[config.mk]
export PLATFORM = sky130hd
export DESIGN_NAME = evt_timer_sched
export DESIGN_NICKNAME = d
export VERILOG_FILES = /design/src/rtl/evt_sched_pkg.sv /design/src/rtl/evt_sched_rr_arb.sv /design/src/rtl/evt_timer_sched.sv
export SDC_FILE = /design/constraint.sdc
export NUM_CORES = 1
export LEC_CHECK = 0
export CAP_MARGIN = 20
export CORE_UTILIZATION = 25
export DETAILED_ROUTE_END_ITERATION = 16
export RECOVER_POWER = 25
export SLEW_MARGIN = 10
export SYNTH_ARGS = -nofsm -noshare
export SYNTH_HDL_FRONTEND = slang
export SYNTH_SLANG_ARGS = --single-unit
[constraint.sdc]
create_clock -name clk -period 6.2 [get_ports clk]
set_clock_uncertainty 0.05 [all_clocks]
set_input_delay 0.93 -clock clk [delete_from_list [all_inputs] [get_ports clk]]
set_output_delay 0.93 -clock clk [all_outputs]
set_load 0.02 [all_outputs]
[src/rtl/evt_sched_pkg.sv]
// rtl/evt_sched_pkg.sv - shared types and helpers for the delayed event-trigger scheduler
// Purpose: slot record type, default widths and bit-vector helpers used by evt_timer_sched.
// Ports: none (package).
// Build option: EVT_SCHED_CANCEL_EN (see evt_timer_sched) does not affect this file.
package evt_sched_pkg;

  localparam int PKG_NUM_EVT = 4;
  localparam int PKG_EVT_W   = (PKG_NUM_EVT > 1) ? $clog2(PKG_NUM_EVT) : 1;
  localparam int PKG_DELAY_W = 8;

  // Helpers operate on a fixed-width vector so loop bounds stay constant;
  // callers pad unused upper bits (ones for lowest_free, zeros for popcount).
  localparam int MAX_SLOTS = 32;

  typedef struct packed {
    logic                   vld;
    logic [PKG_EVT_W-1:0]   evt;
    logic [PKG_DELAY_W-1:0] cnt;
  } slot_t;

  // Index of the lowest clear bit; 0 when none is clear (caller gates with a free flag).
  function automatic int lowest_free(input logic [MAX_SLOTS-1:0] vld);
    lowest_free = 0;
    for (int i = MAX_SLOTS - 1; i >= 0; i--) begin
      if (!vld[i]) lowest_free = i;
    end
  endfunction

  function automatic int popcount(input logic [MAX_SLOTS-1:0] v);
    popcount = 0;
    for (int i = 0; i < MAX_SLOTS; i++) begin
      if (v[i]) popcount = popcount + 1;
    end
  endfunction

endpackage

[src/rtl/evt_sched_rr_arb.sv]
// rtl/evt_sched_rr_arb.sv - round-robin grant over a request vector
// Purpose: one-hot grant to the first asserted request at or after ptr (wrapping),
//          plus the pointer value that follows that grantee.
// Ports:
//   req      in   NUM_REQ  request vector
//   ptr      in   PTR_W    search start index (always < NUM_REQ)
//   grant    out  NUM_REQ  one-hot grant, zero when no request
//   next_ptr out  PTR_W    grantee+1 mod NUM_REQ, or ptr when no grant
module evt_sched_rr_arb
  import evt_sched_pkg::*;
#(
  parameter  int NUM_REQ = 4,
  localparam int PTR_W   = (NUM_REQ > 1) ? $clog2(NUM_REQ) : 1
) (
  input  logic [NUM_REQ-1:0] req,
  input  logic [PTR_W-1:0]   ptr,
  output logic [NUM_REQ-1:0] grant,
  output logic [PTR_W-1:0]   next_ptr
);

  logic             found;
  logic [PTR_W-1:0] idx;

  always_comb begin
    grant    = '0;
    next_ptr = ptr;
    found    = 1'b0;
    idx      = '0;
    for (int i = 0; i < NUM_REQ; i++) begin
      idx = PTR_W'((int'(ptr) + i) % NUM_REQ);
      if (!found && req[idx]) begin
        found      = 1'b1;
        grant[idx] = 1'b1;
        next_ptr   = PTR_W'((int'(idx) + 1) % NUM_REQ);
      end
    end
  end

endmodule

[src/rtl/evt_timer_sched.sv]
// rtl/evt_timer_sched.sv - timer table that pulses event lines after per-request delays
// Purpose: NUM_REQ requesters post (event, delay) pairs; each accepted pair occupies a
//          slot, counts down, and pulses evt_fire[evt] for one cycle D+2 cycles after
//          its handshake.
// Build option: EVT_SCHED_CANCEL_EN adds cancel_valid/cancel_evt, which free every
//          occupied slot holding cancel_evt (and suppress its fire) at that edge.
// Ports:
//   clk, rst                 clock, synchronous active-high reset
//   req_valid/req_ready      per-requester handshake (ready is combinational, one-hot)
//   req_evt, req_delay       packed per-requester event id and delay
//   evt_fire                 registered one-cycle pulses, one per event
//   busy, slots_used         registered occupancy status (post-edge state)
//   cancel_valid, cancel_evt optional cancel request
module evt_timer_sched
  import evt_sched_pkg::*;
#(
  parameter  int NUM_REQ   = 4,
  parameter  int NUM_SLOTS = 4,
  // Slot records use the package widths; NUM_EVT/DELAY_W must match them.
  parameter  int NUM_EVT   = PKG_NUM_EVT,
  parameter  int DELAY_W   = PKG_DELAY_W,
  localparam int EVT_W     = (NUM_EVT > 1) ? $clog2(NUM_EVT) : 1,
  localparam int USED_W    = $clog2(NUM_SLOTS + 1)
) (
  input  logic                       clk,
  input  logic                       rst,
  input  logic [NUM_REQ-1:0]         req_valid,
  output logic [NUM_REQ-1:0]         req_ready,
  input  logic [NUM_REQ*EVT_W-1:0]   req_evt,
  input  logic [NUM_REQ*DELAY_W-1:0] req_delay,
`ifdef EVT_SCHED_CANCEL_EN
  input  logic                       cancel_valid,
  input  logic [EVT_W-1:0]           cancel_evt,
`endif
  output logic [NUM_EVT-1:0]         evt_fire,
  output logic                       busy,
  output logic [USED_W-1:0]          slots_used
);

  localparam int PTR_W  = (NUM_REQ > 1) ? $clog2(NUM_REQ) : 1;
  localparam int SLOT_W = (NUM_SLOTS > 1) ? $clog2(NUM_SLOTS) : 1;

  slot_t                slots     [NUM_SLOTS];
  slot_t                slots_nxt [NUM_SLOTS];
  logic [NUM_SLOTS-1:0] vld_cur;
  logic [NUM_SLOTS-1:0] vld_nxt;
  logic [NUM_SLOTS-1:0] cancel_hit;
  logic [MAX_SLOTS-1:0] vld_pad;
  logic [PTR_W-1:0]     rr_ptr;
  logic [PTR_W-1:0]     rr_ptr_nxt;
  logic [NUM_REQ-1:0]   grant;
  logic                 free_exists;
  logic                 hs;
  logic [SLOT_W-1:0]    alloc_idx;
  logic [EVT_W-1:0]     sel_evt;
  logic [DELAY_W-1:0]   sel_delay;
  logic [NUM_EVT-1:0]   fire_nxt;

  evt_sched_rr_arb #(.NUM_REQ(NUM_REQ)) u_arb (
    .req      (req_valid),
    .ptr      (rr_ptr),
    .grant    (grant),
    .next_ptr (rr_ptr_nxt)
  );

  // Unused helper bits read as occupied so they are never picked as free.
  always_comb begin
    vld_cur = '0;
    vld_pad = '1;
    for (int s = 0; s < NUM_SLOTS; s++) begin
      vld_cur[s] = slots[s].vld;
      vld_pad[s] = slots[s].vld;
    end
  end

  // Free-slot test looks only at registered state, so an expiry this cycle
  // cannot open a slot until the following cycle.
  assign free_exists = ~&vld_cur;
  assign req_ready   = free_exists ? grant : '0;
  assign hs          = |req_ready;
  assign alloc_idx   = SLOT_W'(lowest_free(vld_pad));

  always_comb begin
    sel_evt   = '0;
    sel_delay = '0;
    for (int i = 0; i < NUM_REQ; i++) begin
      if (grant[i]) begin
        sel_evt   = req_evt[i*EVT_W +: EVT_W];
        sel_delay = req_delay[i*DELAY_W +: DELAY_W];
      end
    end
  end

`ifdef EVT_SCHED_CANCEL_EN
  always_comb begin
    cancel_hit = '0;
    for (int s = 0; s < NUM_SLOTS; s++) begin
      cancel_hit[s] = cancel_valid && slots[s].vld && (slots[s].evt == cancel_evt);
    end
  end
`else
  assign cancel_hit = '0;
`endif

  // Countdown, expiry and allocation. The allocated slot was free in registered
  // state, so it never collides with a slot being counted, fired or cancelled;
  // a same-cycle request for a cancelled event therefore survives.
  always_comb begin
    fire_nxt = '0;
    vld_nxt  = '0;
    for (int s = 0; s < NUM_SLOTS; s++) begin
      slots_nxt[s] = slots[s];
      if (slots[s].vld) begin
        if (cancel_hit[s]) begin
          slots_nxt[s].vld = 1'b0;
        end else if (slots[s].cnt == '0) begin
          fire_nxt[slots[s].evt] = 1'b1;
          slots_nxt[s].vld       = 1'b0;
        end else begin
          slots_nxt[s].cnt = slots[s].cnt - DELAY_W'(1);
        end
      end
    end
    if (hs) begin
      slots_nxt[alloc_idx] = '{vld: 1'b1, evt: sel_evt, cnt: sel_delay};
    end
    for (int s = 0; s < NUM_SLOTS; s++) begin
      vld_nxt[s] = slots_nxt[s].vld;
    end
  end

  always_ff @(posedge clk) begin
    if (rst) begin
      for (int s = 0; s < NUM_SLOTS; s++) begin
        slots[s] <= '0;
      end
      evt_fire   <= '0;
      busy       <= 1'b0;
      slots_used <= '0;
      rr_ptr     <= '0;
    end else begin
      for (int s = 0; s < NUM_SLOTS; s++) begin
        slots[s] <= slots_nxt[s];
      end
      evt_fire   <= fire_nxt;
      busy       <= |vld_nxt;
      slots_used <= USED_W'(popcount(MAX_SLOTS'(vld_nxt)));
      if (hs) begin
        rr_ptr <= rr_ptr_nxt;
      end
    end
  end

endmodule
# After elaboration in Yosys (flattened, before gate mapping)

Memory sizes are Yosys's and may differ from the RTL's.
Cells that the tools add are included.

Bits in registers: 10
Bits of input ports: 46
Memories kept: 1
RAM bits: 44
Output and inout bits: 12
Word-level logic and storage cells: 161

Reductions and logical operators: 24
Mux-type cells: 90
Bitwise logic cells: 11
$lt $le $gt $ge: 18
Add/sub/neg operators: 13

Memories:

| name  | depth | width | read ports | clocked after memory_dff | wr ports | RTL line              | RTL |
|---|---|---|---|---|---|---|---|
| slots | 4     | 11    | 4          | 0                        | 4        | evt_timer_sched.sv:43 | `slot_t slots [NUM_SLOTS];` |

Operators by type and width:

| cell                                                               | number |
|---|---|
| two-way mux 8 bit                                                  | 12 |
| two-way mux 11 bit                                                 | 5 |
| two-way mux 4 bit                                                  | 13 |
| bitwise mux 44 bit                                                 | 1 |
| two-way mux 44 bit                                                 | 1 |
| zero test 8 bit                                                    | 4 |
| subtractor 8 x 1 -> 8 bit (second input constant)                  | 4 |
| two-way mux 1 bit                                                  | 27 |
| < comparator 2 x 3 -> 1 bit (second input constant)                | 8 |
| two-way mux 2 bit                                                  | 12 |
| bitwise OR 4 bit                                                   | 6 |
| demux 11 bit (select 2 bit)                                        | 1 |
| two-way mux 3 bit                                                  | 6 |
| demux 1 bit (select 2 bit)                                         | 8 |
| greater-or-equal comparator 2 x 1 -> 1 bit (second input constant) | 8 |
| logical AND 1 bit                                                  | 12 |
| adder 3 x 2 -> 3 bit (second input constant)                       | 3 |
| adder 2 x 1 -> 2 bit (second input constant)                       | 4 |
| binary-select mux 1 bit (select 2 bit)                             | 4 |
| OR reduction 4 bit                                                 | 2 |
| adder 2 bit (second input constant)                                | 2 |
| bitwise OR 1 bit                                                   | 4 |
| AND reduction 4 bit                                                | 1 |
| nonzero test 4 bit                                                 | 1 |
| other kinds (5)                                                    | 7 |

# Logic depth before layout (Yosys ltp)

Gate-level depths: netlist (run 1).

Depth after elaboration: 28
Depth in mapped cells: 23
Gate-level depth less buffers: 18

# Hierarchy

A second synthesis (run 1) with hierarchy kept.

Cell total of the unflattened synthesis: 467
Area total of the unflattened synthesis: 3677.3 µm²

Modules (own cells, without submodules):

| module           | area each (µm²) | sequential area each (µm²) | times used | cells an instance |
|---|---|---|---|---|
| evt_timer_sched  | 3210.6          | 1081.0                     | 1          | 402 |
| evt_sched_rr_arb | 466.7           | 0.0                        | 1          | 65 |

# Worst setup path before layout (run 1)

Ideal clock, no wire load.

Path type: register to register
Start point: register rr_ptr[1]
End point: register slots_used[2]
Path buffers: 4
Path slack: 1659 ps
Library setup time: 125 ps
Arrival time: 4366 ps
Clock period less this slack: 4541 ps
Data required time: 6025 ps
Cell stages (with the launch flop): 20
Cells stage by stage: dfxtp_1 -> clkbuf_1 -> inv_1 -> ha_1 -> buf_6 -> mux2_2 -> and3_1 -> a2111o_1 -> a222oi_1 -> and3_1 -> buf_4 -> nor2_2 -> buf_6 -> nor2_1 -> ha_1 -> xnor2_1 -> ha_1 -> nand3_1 -> o311ai_0 -> nor2_1

Word-level cells in the longest chain between the ends: 25
Elaborated cells between the ends (all ways): 60
Classes of those cells: add/sub: 6; order compare: 8; mux: 32; bitwise: 3; reduce/logical: 11

Ends and longest elaborated chain:

| item                                                                                 | RTL line               | RTL |
|---|---|---|
| start, declared                                                                      | evt_timer_sched.sv:49  | `logic [PTR_W-1:0] rr_ptr;` |
| start signal, assigned                                                               | evt_timer_sched.sv:149 | `rr_ptr <= rr_ptr_nxt;` |
| parallel branches: the longest is 11 deep, another holds < comparator 2 x 3 -> 1 bit | n/a                    |  |
| two-way mux 4 bit (*)                                                                | evt_sched_rr_arb.sv:31 | `if (!found && req[idx]) begin` |
| two-way mux 4 bit (*)                                                                | evt_timer_sched.sv:79  | `assign req_ready = free_exists ? grant : '0;` |
| OR reduction 4 bit (*)                                                               | evt_timer_sched.sv:80  | `assign hs = \|req_ready;` |
| two-way mux 44 bit (*)                                                               | evt_timer_sched.sv:124 | `if (hs) begin` |
| two-way mux 1 bit                                                                    | evt_sched_pkg.sv:32    | `if (v[i]) popcount = popcount + 1;` |
| two-way mux 3 bit                                                                    | evt_timer_sched.sv:133 | `if (rst) begin` |
| adder 3 x 2 -> 3 bit                                                                 | evt_sched_pkg.sv:32    |  |
| two-way mux 3 bit                                                                    | evt_sched_pkg.sv:32    |  |
| two-way mux 3 bit                                                                    | evt_timer_sched.sv:133 |  |
| adder 3 x 2 -> 3 bit                                                                 | evt_sched_pkg.sv:32    |  |
| two-way mux 3 bit                                                                    | evt_sched_pkg.sv:32    |  |
| two-way mux 3 bit                                                                    | evt_timer_sched.sv:133 |  |
| adder 3 x 2 -> 3 bit                                                                 | evt_sched_pkg.sv:32    |  |
| two-way mux 3 bit (*)                                                                | evt_sched_pkg.sv:32    |  |
| end signal, assigned                                                                 | evt_timer_sched.sv:147 | `slots_used <= USED_W'(popcount(MAX_SLOTS'(vld_nxt)));` |
| end, declared                                                                        | evt_timer_sched.sv:37  | `output logic [USED_W-1:0] slots_used` |

Mark *: on every way between the ends. The select of a mux whose other input is x is not followed.
A chain may end at the register's enable or synchronous reset.

# Worst setup path after layout (run 1)

Start point: register rr_ptr[0]
End point: register slots_used[2]

Same word-level chain as after synthesis.

==> results of run 1 <==
## layer usage
metal | part of all wire (%) | GRT usage, %
met2 | 45 | 23.1
met1 | 47 | 18.4
met5 | 0 | 0
met4 | 1.6 | 3.94
met3 | 6.5 | 3.25
## worst max path at each step
stage / from / to / slack (ps) / depth (start not counted)
floorplan: rr_ptr[1]$_SDFFE_PP0P_ / slots_used[2]$_SDFF_PP0_ / 1660 / 19
global placement: req_valid[2] / slots_used[2]$_SDFF_PP0_ / 940 / 14
detailed placement: req_valid[2] / slots_used[2]$_SDFF_PP0_ / 780 / 14
CTS: rr_ptr[0]$_SDFFE_PP0P_ / slots_used[2]$_SDFF_PP0_ / 750 / 15
global route: rr_ptr[0]$_SDFFE_PP0P_ / slots_used[2]$_SDFF_PP0_ / 180 / 15
finish: rr_ptr[0]$_SDFFE_PP0P_ / slots_used[2]$_SDFF_PP0_ / 720 / 15
## through the flow
| stage | hold WS [ps] | setup WS (ps) | cells | util (%) |
|---|---|---|---|---|
| 3_5_place_dp | 484 | 777 | 700 | 30.4 |
| 5_1_grt | 549 | 179 | 708 | 31.4 |
| 4_1_cts | 498 | 745 | 708 | 31.4 |
| 3_3_place_gp | 482 | 944 | 700 | 30.4 |
| 2_1_floorplan | 454 | 1660 | 481 | - |
| 6_report | 500 | 718 | 708 | 31.4 |
## worst min-delay path: stages (launching register included)
cell and delay, ps:
sky130_fd_sc_hd__dfxtp_1 350, sky130_fd_sc_hd__nor2_1 110, sky130_fd_sc_hd__a211oi_1 50
## kinds of logic (layout without fill, tap and decap cells)
| group | count (synthesis) | after routing | synth area share, % |
|---|---|---|---|
| xor+xnor | 21 | 21 | 4.94 |
| compound gates | 137 | 137 | 26.0 |
| fa+ha+maj | 14 | 14 | 4.70 |
| buf+inv | 52 | 95 | 6.04 |
| flops | 54 | 54 | 29.0 |
| simple gates | 190 | 190 | 24.6 |
| mux | 13 | 13 | 4.73 |
## flip-flops by register name (all words and copies together) (netlist names)
register,count
slots,44
evt_fire,4
slots_used,3
rr_ptr,2
busy,1
## layout make-up
class | count | area, um2 | area share [%]
multi-input cells | 375 | 2420 | 53.0
flip-flops and latches | 54 | 1080 | 23.7
repair buffers | 60 | 593 | 13.0
well taps | 184 | 230 | 5.04
clock buffers | 6 | 129 | 2.82
inverters | 27 | 101 | 2.22
clock inverters | 2 | 13.8 | 0.301
## Yosys cell counts, drive strengths merged (4+ instances only)
cell type / n
o22ai: 5
ha: 14
nor2: 71
o21ai: 18
xnor2: 16
inv: 27
a221oi: 6
buf: 8
o211ai: 4
a21oi: 30
mux2: 4
or2: 4
o221ai: 4
xor2: 5
nor3: 11
nand3b: 4
and3: 8
nor4: 5
a22o: 6
o31ai: 4
nand3: 8
a31oi: 5
nand2: 42
mux2i: 6
dfxtp: 54
a211oi: 25
or3: 8
clkbuf: 17
nor3b: 4
o31a: 5
nor2b: 7
nand2b: 9
## power breakdown
| part | leakage (nW) | total (mW) | internal (mW) | switching [mW] |
|---|---|---|---|---|
| logic | 1.15 | 1.27 | 0.499 | 0.773 |
| clock network | 0.0708 | 0.280 | 0.150 | 0.129 |
| registers | 0.441 | 0.527 | 0.432 | 0.0956 |
| total | 1.66 | 2.08 | 1.08 | 0.998 |
==> out/qor.csv, run 1 <==
stage,metric,value,unit
status,outcome,completed,
global_routing,number of global-route vias before repair,3511,
clock_tree,CTS H-Tree Depth,2,
global_routing,number of antenna violations at the first check in global routing,0,
clock_tree,number of buffers inserted to repair setup after CTS,0,
synth,area share of the largest cell type after synthesis,29.0,%
synth,"EDFF count, synth",0,
routing,number of remaining DRC errors,0,
critical_path,cell seen most often among critical-path stages,sky130_fd_sc_hd__ha_1,
clock_tree,# hold bufs at CTS,0,
clock_tree,clock input transition at the sequential cells of the worst setup and hold paths,70,ps
critical_path,R2R setup slack,720,ps
power_and_ir_drop,total power density per cell area,455,nW/um2
power_and_ir_drop,Final Total Pwr,2.08,mW
placement,instance area after placement,4430,um2
timing,final hold vios,0,
synth,count of cell types in the netlist,62,
synth,average instance area after synthesis,7.75,um2
timing,RSZ-0062 raised after global routing,false,
synth,Synth area leaders,"sky130_fd_sc_hd__dfxtp_1, sky130_fd_sc_hd__nor2_1, sky130_fd_sc_hd__a211oi_1",
power_and_ir_drop,static leakage power,1.66,nW
placement,number of I/O port buffers,57,
critical_path,CP max FO,20,
global_routing,gr usage total,14.1,%
placement,Final HPWL DP,7870,um
cells_and_area,Diodes inserted,0,
synth,asr flop ratio synth,0,%
die,Die Width,124,um
cells_and_area,most used cells in the layout excluding fill and tap cells,"sky130_fd_sc_hd__nor2_1, sky130_fd_sc_hd__dfxtp_1, sky130_fd_sc_hd__clkdlybuf4s50_1",
global_routing,pin count of the biggest net entering global routing,37,
worst_hold_path,type of the most critical hold path,reg2reg,
die,Starting Density,25.6,%
die,die height,124,um
clock_tree,clock buffers created by TritonCTS,5,
timing,Final min period,5480,ps
clock_tree,CTS tree,yes,
clock_tree,maximum buffer depth of the clock tree,2,
critical_path,Critical Path Slowest Stage Cell,sky130_fd_sc_hd__dfxtp_1,
cells_and_area,share of layout cells above drive strength 1,4.77,%
routing,remaining number of nets flagged by the antenna check after routing,0,
worst_hold_path,critical hold path startpoint,slots[1][9]$_SDFFE_PP0P_,
clock_tree,clock net sink count,54,
cells_and_area,area added between synthesis and finish,22.6,%
die,boundary pin count,58,
cells_and_area,"Non-Filler Cell Area, Final",4570,um2
critical_path,Crit path buffers/inverters,1,
clock_tree,number of gates resized after cts,0,
global_routing,global-route congestion overflow total,0,
synth,Synth Warn #,0,
timing,part of the cycle the worst path needs,88.4,%
routing,Wirelength per Cell,14.7,um
synth,primary flip-flop cell chosen by synthesis mapping,sky130_fd_sc_hd__dfxtp_1,
critical_path,Top Family by Delay on Critical Path,compound AO/OA/AOI/OAI gates,
worst_hold_path,cell depth of the worst min-delay path,2,
timing,transition time at the pin with the least slew margin,1040,ps
synth,#FFs+latches synth,54,
timing,Slew Limit Headroom,30.3,%
die,cell row count,44,
critical_path,kind of end point of the critical path,flip-flop,
synth,proportion of synthesized chip area in sequential cells,29.0,%
critical_path,Worst Setup Start Kind,flip-flop,
cells_and_area,Layout Nets,583,
critical_path,arrival time at the worst endpoint,5600,ps
cells_and_area,filler instances,1564,
critical_path,CP peak stage delay,750,ps
flow_run,maxcap violations,0,
critical_path,worst setup path category,reg2reg,
clock_tree,clk_lat worst skew,290,ps
placement,Final GP Congestion,0.851,
synth,synthesized net count,541,
synth,netlist area before placement,3730,um2
timing,maximum achievable frequency,182,MHz
routing,detailed-route wire length,10400,um
die,Die Outline Area,15400,um2
global_routing,first-pass GRT wire length,17100,um
critical_path,worst-path cell chain,inv_1 > ha_1 > mux2_1 > and3_1 > a2111o_1 > a222oi_1 > and3_1 > nor2_2 > nor2_1 > ha_1 > xnor2_1 > ha_1 > nand3_1 > o311ai_0 > nor2_1,
critical_path,Reg2Reg Launch Point,rr_ptr[0]$_SDFFE_PP0P_,
critical_path,critical path required time,6320,ps
timing,total setup violations reported at the end of the flow,0,
worst_hold_path,Worst Hold Path EP,slots[1][9]$_SDFFE_PP0P_,
timing,max-slew violation count,0,
routing,drt initial violations,255,
critical_path,Reg-to-Reg End,slots_used[2]$_SDFF_PP0_,
die,placeable core region,14500,um2
clock_tree,library cell used as clock root buffer,sky130_fd_sc_hd__clkbuf_16,
synth,Mapped Cells,481,
synth,cell type with the highest aggregate area in the netlist,sky130_fd_sc_hd__dfxtp_1,
routing,total via count in the routed design,3656,
routing,via/cell ratio,5.16,
timing,final-layout setup total negative slack,0,ps
power_and_ir_drop,maximum VDD drop,233,uV
critical_path,worst-case reg-to-reg path depth,15,
cells_and_area,"most common cell after layout, fill and taps aside",sky130_fd_sc_hd__nor2_1,
routing,TritonRoute pass-1 iters,5,
Power figures use the tool's default switching activity.
==> run 2, diff against run 1 <==
--- a/config.mk
+++ b/config.mk
@@ -6,8 +6,11 @@
 export NUM_CORES = 1
 export LEC_CHECK = 0
 export CAP_MARGIN = 20
-export CORE_UTILIZATION = 25
+export CELL_PAD_IN_SITES_DETAIL_PLACEMENT = 1
+export CELL_PAD_IN_SITES_GLOBAL_PLACEMENT = 1
+export CORE_UTILIZATION = 40
 export DETAILED_ROUTE_END_ITERATION = 16
+export PLACE_DENSITY_LB_ADDON = 0.1
 export RECOVER_POWER = 25
 export SLEW_MARGIN = 10
 export SYNTH_ARGS = -nofsm -noshare
==> out/qor.csv, run 2 (synthesis gave the netlist of run 1 again) <==
stage,metric,value,unit,change
status,outcome,"finished, violations left",,was completed
status,failing checks,"DRC, capacitance limit, slew limit",,
clock_tree,# hold bufs at CTS,0,,unchanged
clock_tree,maximum buffer depth of the clock tree,2,,unchanged
routing,drt initial violations,162,,was 255
worst_hold_path,Worst Hold Path EP,evt_fire[3]$_SDFF_PP0_,,was slots[1][9]$_SDFFE_PP0P_
die,cell row count,34,,was 44
timing,maximum achievable frequency,173,MHz,was 182 MHz
worst_hold_path,critical hold path startpoint,slots[2][9]$_SDFFE_PP0P_,,was slots[1][9]$_SDFFE_PP0P_
power_and_ir_drop,Final Total Pwr,2.04,mW,was 2.08 mW
timing,max-slew violation count,7,,was 0
clock_tree,CTS H-Tree Depth,2,,unchanged
critical_path,kind of end point of the critical path,output port,,was flip-flop
global_routing,number of global-route vias before repair,3679,,"was 3,511"
power_and_ir_drop,total power density per cell area,462,nW/um2,was 455 nW/um2
worst_hold_path,cell depth of the worst min-delay path,2,,unchanged
clock_tree,clock buffers created by TritonCTS,5,,unchanged
cells_and_area,registers with the most flip-flops,"slots: 44 flops, evt_fire: 4 flops, slots_used: 3 flops",,unchanged
timing,final setup margin,431,ps,was 718 ps
timing,RSZ-0062 raised after global routing,false,,unchanged
clock_tree,clock net sink count,54,,unchanged
placement,Final GP Congestion,0.892,,was 0.851
routing,number of remaining DRC errors,2,,was 0
clock_tree,number of gates resized after cts,0,,unchanged
cells_and_area,Diodes inserted,0,,unchanged
timing,final-layout setup total negative slack,0,ps,unchanged
power_and_ir_drop,static leakage power,1.64,nW,was 1.66 nW
cells_and_area,Layout Nets,585,,was 583
die,Starting Density,42.1,%,was 25.6%
flow_run,maxcap violations,1,,was 0
cells_and_area,"most common cell after layout, fill and taps aside",sky130_fd_sc_hd__nor2_1,,unchanged
critical_path,arrival time at the worst endpoint,4790,ps,was 5600 ps
power_and_ir_drop,portion of total power attributed to combinational logic,64.7,%,was 61.2%
placement,Final HPWL DP,8510,um,was 7870 um
clock_tree,CTS tree,yes,,unchanged
clock_tree,number of buffers inserted to repair setup after CTS,0,,unchanged
power_and_ir_drop,net switching component of the power,1.02,mW,was 998 uW
die,boundary pin count,58,,unchanged
critical_path,R2R setup slack,900,ps,was 720 ps
cells_and_area,share of layout cells above drive strength 1,4.76,%,was 4.77%
timing,part of the cycle the worst path needs,93.0,%,was 88.4%
critical_path,Worst Setup Start Kind,flip-flop,,unchanged
worst_hold_path,type of the most critical hold path,reg2reg,,unchanged
global_routing,first-pass GRT wire length,18700,um,"was 17,100 um"
critical_path,worst setup path category,reg2out,,was reg2reg
timing,final hold vios,0,,unchanged
critical_path,Reg2Reg Launch Point,rr_ptr[1]$_SDFFE_PP0P_,,was rr_ptr[0]$_SDFFE_PP0P_
critical_path,Reg-to-Reg End,slots[0][2]$_SDFF_PP0_,,was slots_used[2]$_SDFF_PP0_
critical_path,CP max FO,12,,was 20
routing,Wirelength per Cell,17.8,um,was 14.7 um
critical_path,critical path required time,5220,ps,was 6320 ps
clock_tree,clock input transition at the sequential cells of the worst setup and hold paths,100,ps,was 70 ps
cells_and_area,area added between synthesis and finish,18.6,%,was 22.6%
global_routing,global-route congestion overflow total,0,,unchanged
critical_path,worst-case reg-to-reg path depth,10,,was 15
clock_tree,library cell used as clock root buffer,sky130_fd_sc_hd__clkbuf_8,,was sky130_fd_sc_hd__clkbuf_16
placement,number of I/O port buffers,57,,unchanged
timing,Slew Limit Headroom,-24.6,%,was 30.3%
global_routing,pin count of the biggest net entering global routing,37,,unchanged
cells_and_area,core utilization of the finished layout,49.9,%,was 31.4%
global_routing,gr usage total,24.2,%,was 14.1%
cells_and_area,max reg flops,44,,unchanged
routing,remaining number of nets flagged by the antenna check after routing,0,,unchanged
routing,via/cell ratio,5.86,,was 5.16
die,Die Outline Area,9710,um2,"was 15,400 um2"
clock_tree,clk_lat worst skew,320,ps,was 290 ps
power_and_ir_drop,P_int,1.02,mW,was 1.08 mW
routing,detailed-route wire length,11300,um,"was 10,400 um"
placement,post-placement worst setup slack,701,ps,was 777 ps
cells_and_area,register name with the most flops,slots,,unchanged
cells_and_area,"Non-Filler Cell Area, Final",4420,um2,was 4570 um2
power_and_ir_drop,switching power share of the total,50.2,%,was 48.0%
global_routing,number of antenna violations at the first check in global routing,0,,unchanged
timing,total setup violations reported at the end of the flow,0,,unchanged
die,die height,98.5,um,was 124 um
routing,TritonRoute pass-1 iters,12,,was 5
power_and_ir_drop,Flop pwr share,25.5,%,was 25.4%
timing,transition time at the pin with the least slew margin,1820,ps,was 1040 ps
routing,total via count in the routed design,3707,,"was 3,656"
power_and_ir_drop,clock network fraction of design power,9.9,%,was 13.5%
placement,instance area after placement,4350,um2,was 4430 um2
power_and_ir_drop,maximum VDD drop,205,uV,was 233 uV
cells_and_area,most used cells in the layout excluding fill and tap cells,"sky130_fd_sc_hd__nor2_1, sky130_fd_sc_hd__dfxtp_1, sky130_fd_sc_hd__clkdlybuf4s50_1",,unchanged
die,Die Width,98.5,um,was 124 um
timing,Final min period,5770,ps,was 5480 ps
cells_and_area,filler instances,1108,,"was 1,564"
die,placeable core region,8850,um2,"was 14,500 um2"
-- run 2: worst max-delay path by stage --
stage	startpoint	endpoint	slack (ps)	cells past startpoint
after detailed placement	req_valid[2]	slots_used[2]$_SDFF_PP0_	700	14
after floorplan	rr_ptr[1]$_SDFFE_PP0P_	slots_used[2]$_SDFF_PP0_	1660	19
after global routing	rr_ptr[1]$_SDFFE_PP0P_	req_ready[1]	280	8
after CTS	rr_ptr[1]$_SDFFE_PP0P_	slots_used[2]$_SDFF_PP0_	930	15
final	rr_ptr[1]$_SDFFE_PP0P_	req_ready[1]	430	8
after global placement	req_valid[2]	slots_used[2]$_SDFF_PP0_	900	14
-- run 2: critical path, cell delays in order (launching register included) --
cell and delay [ps]:
sky130_fd_sc_hd__dfxtp_1 590, sky130_fd_sc_hd__inv_1 210, sky130_fd_sc_hd__ha_1 520, sky130_fd_sc_hd__mux2_1 420
sky130_fd_sc_hd__and3_1 210, sky130_fd_sc_hd__a2111oi_0 1480, sky130_fd_sc_hd__o21a_1 410, sky130_fd_sc_hd__nor2_1 70
sky130_fd_sc_hd__clkdlybuf4s50_1 560
-- run 2: power by group through the flow --
stage	Combinational [mW]	Sequential (mW)	Clock [mW]
floorplan	0.955	0.509	0
detailed placement	1.31	0.527	0
global placement	1.30	0.523	0
CTS	1.33	0.519	0.207
finish	1.32	0.519	0.201
global route	1.46	0.532	0.221
-- run 2: layout make-up --
type | count | area (um2) | area share [%]
Clock inverter | 2 | 13.8 | 0.312
Multi-Input combinational cell | 375 | 2410 | 54.6
Sequential cell | 54 | 1080 | 24.5
Timing Repair Buffer | 62 | 604 | 13.7
Tap cell | 108 | 135 | 3.06
Clock buffer | 5 | 68.8 | 1.56
Inverter | 27 | 101 | 2.29
-- run 2: per-layer routing --
metal	wire length [um]	part of all wire [%]	up-vias	GRT usage, %
met5	0	0	-	0
met4	81	0.72	0	4.48
met3	518	4.6	6	3.83
met2	5200	46	83	41.2
met1	5490	49	1790	32.7
li1	-	-	1828	-
-- run 2: through the flow --
| step | cells | hold slack, ps |
|---|---|---|
| after floorplan | 481 | 454 |
| after global placement | 626 | 490 |
| after detailed placement | 626 | 500 |
| after CTS | 633 | 518 |
| after global routing | 633 | 547 |
| final | 633 | 514 |
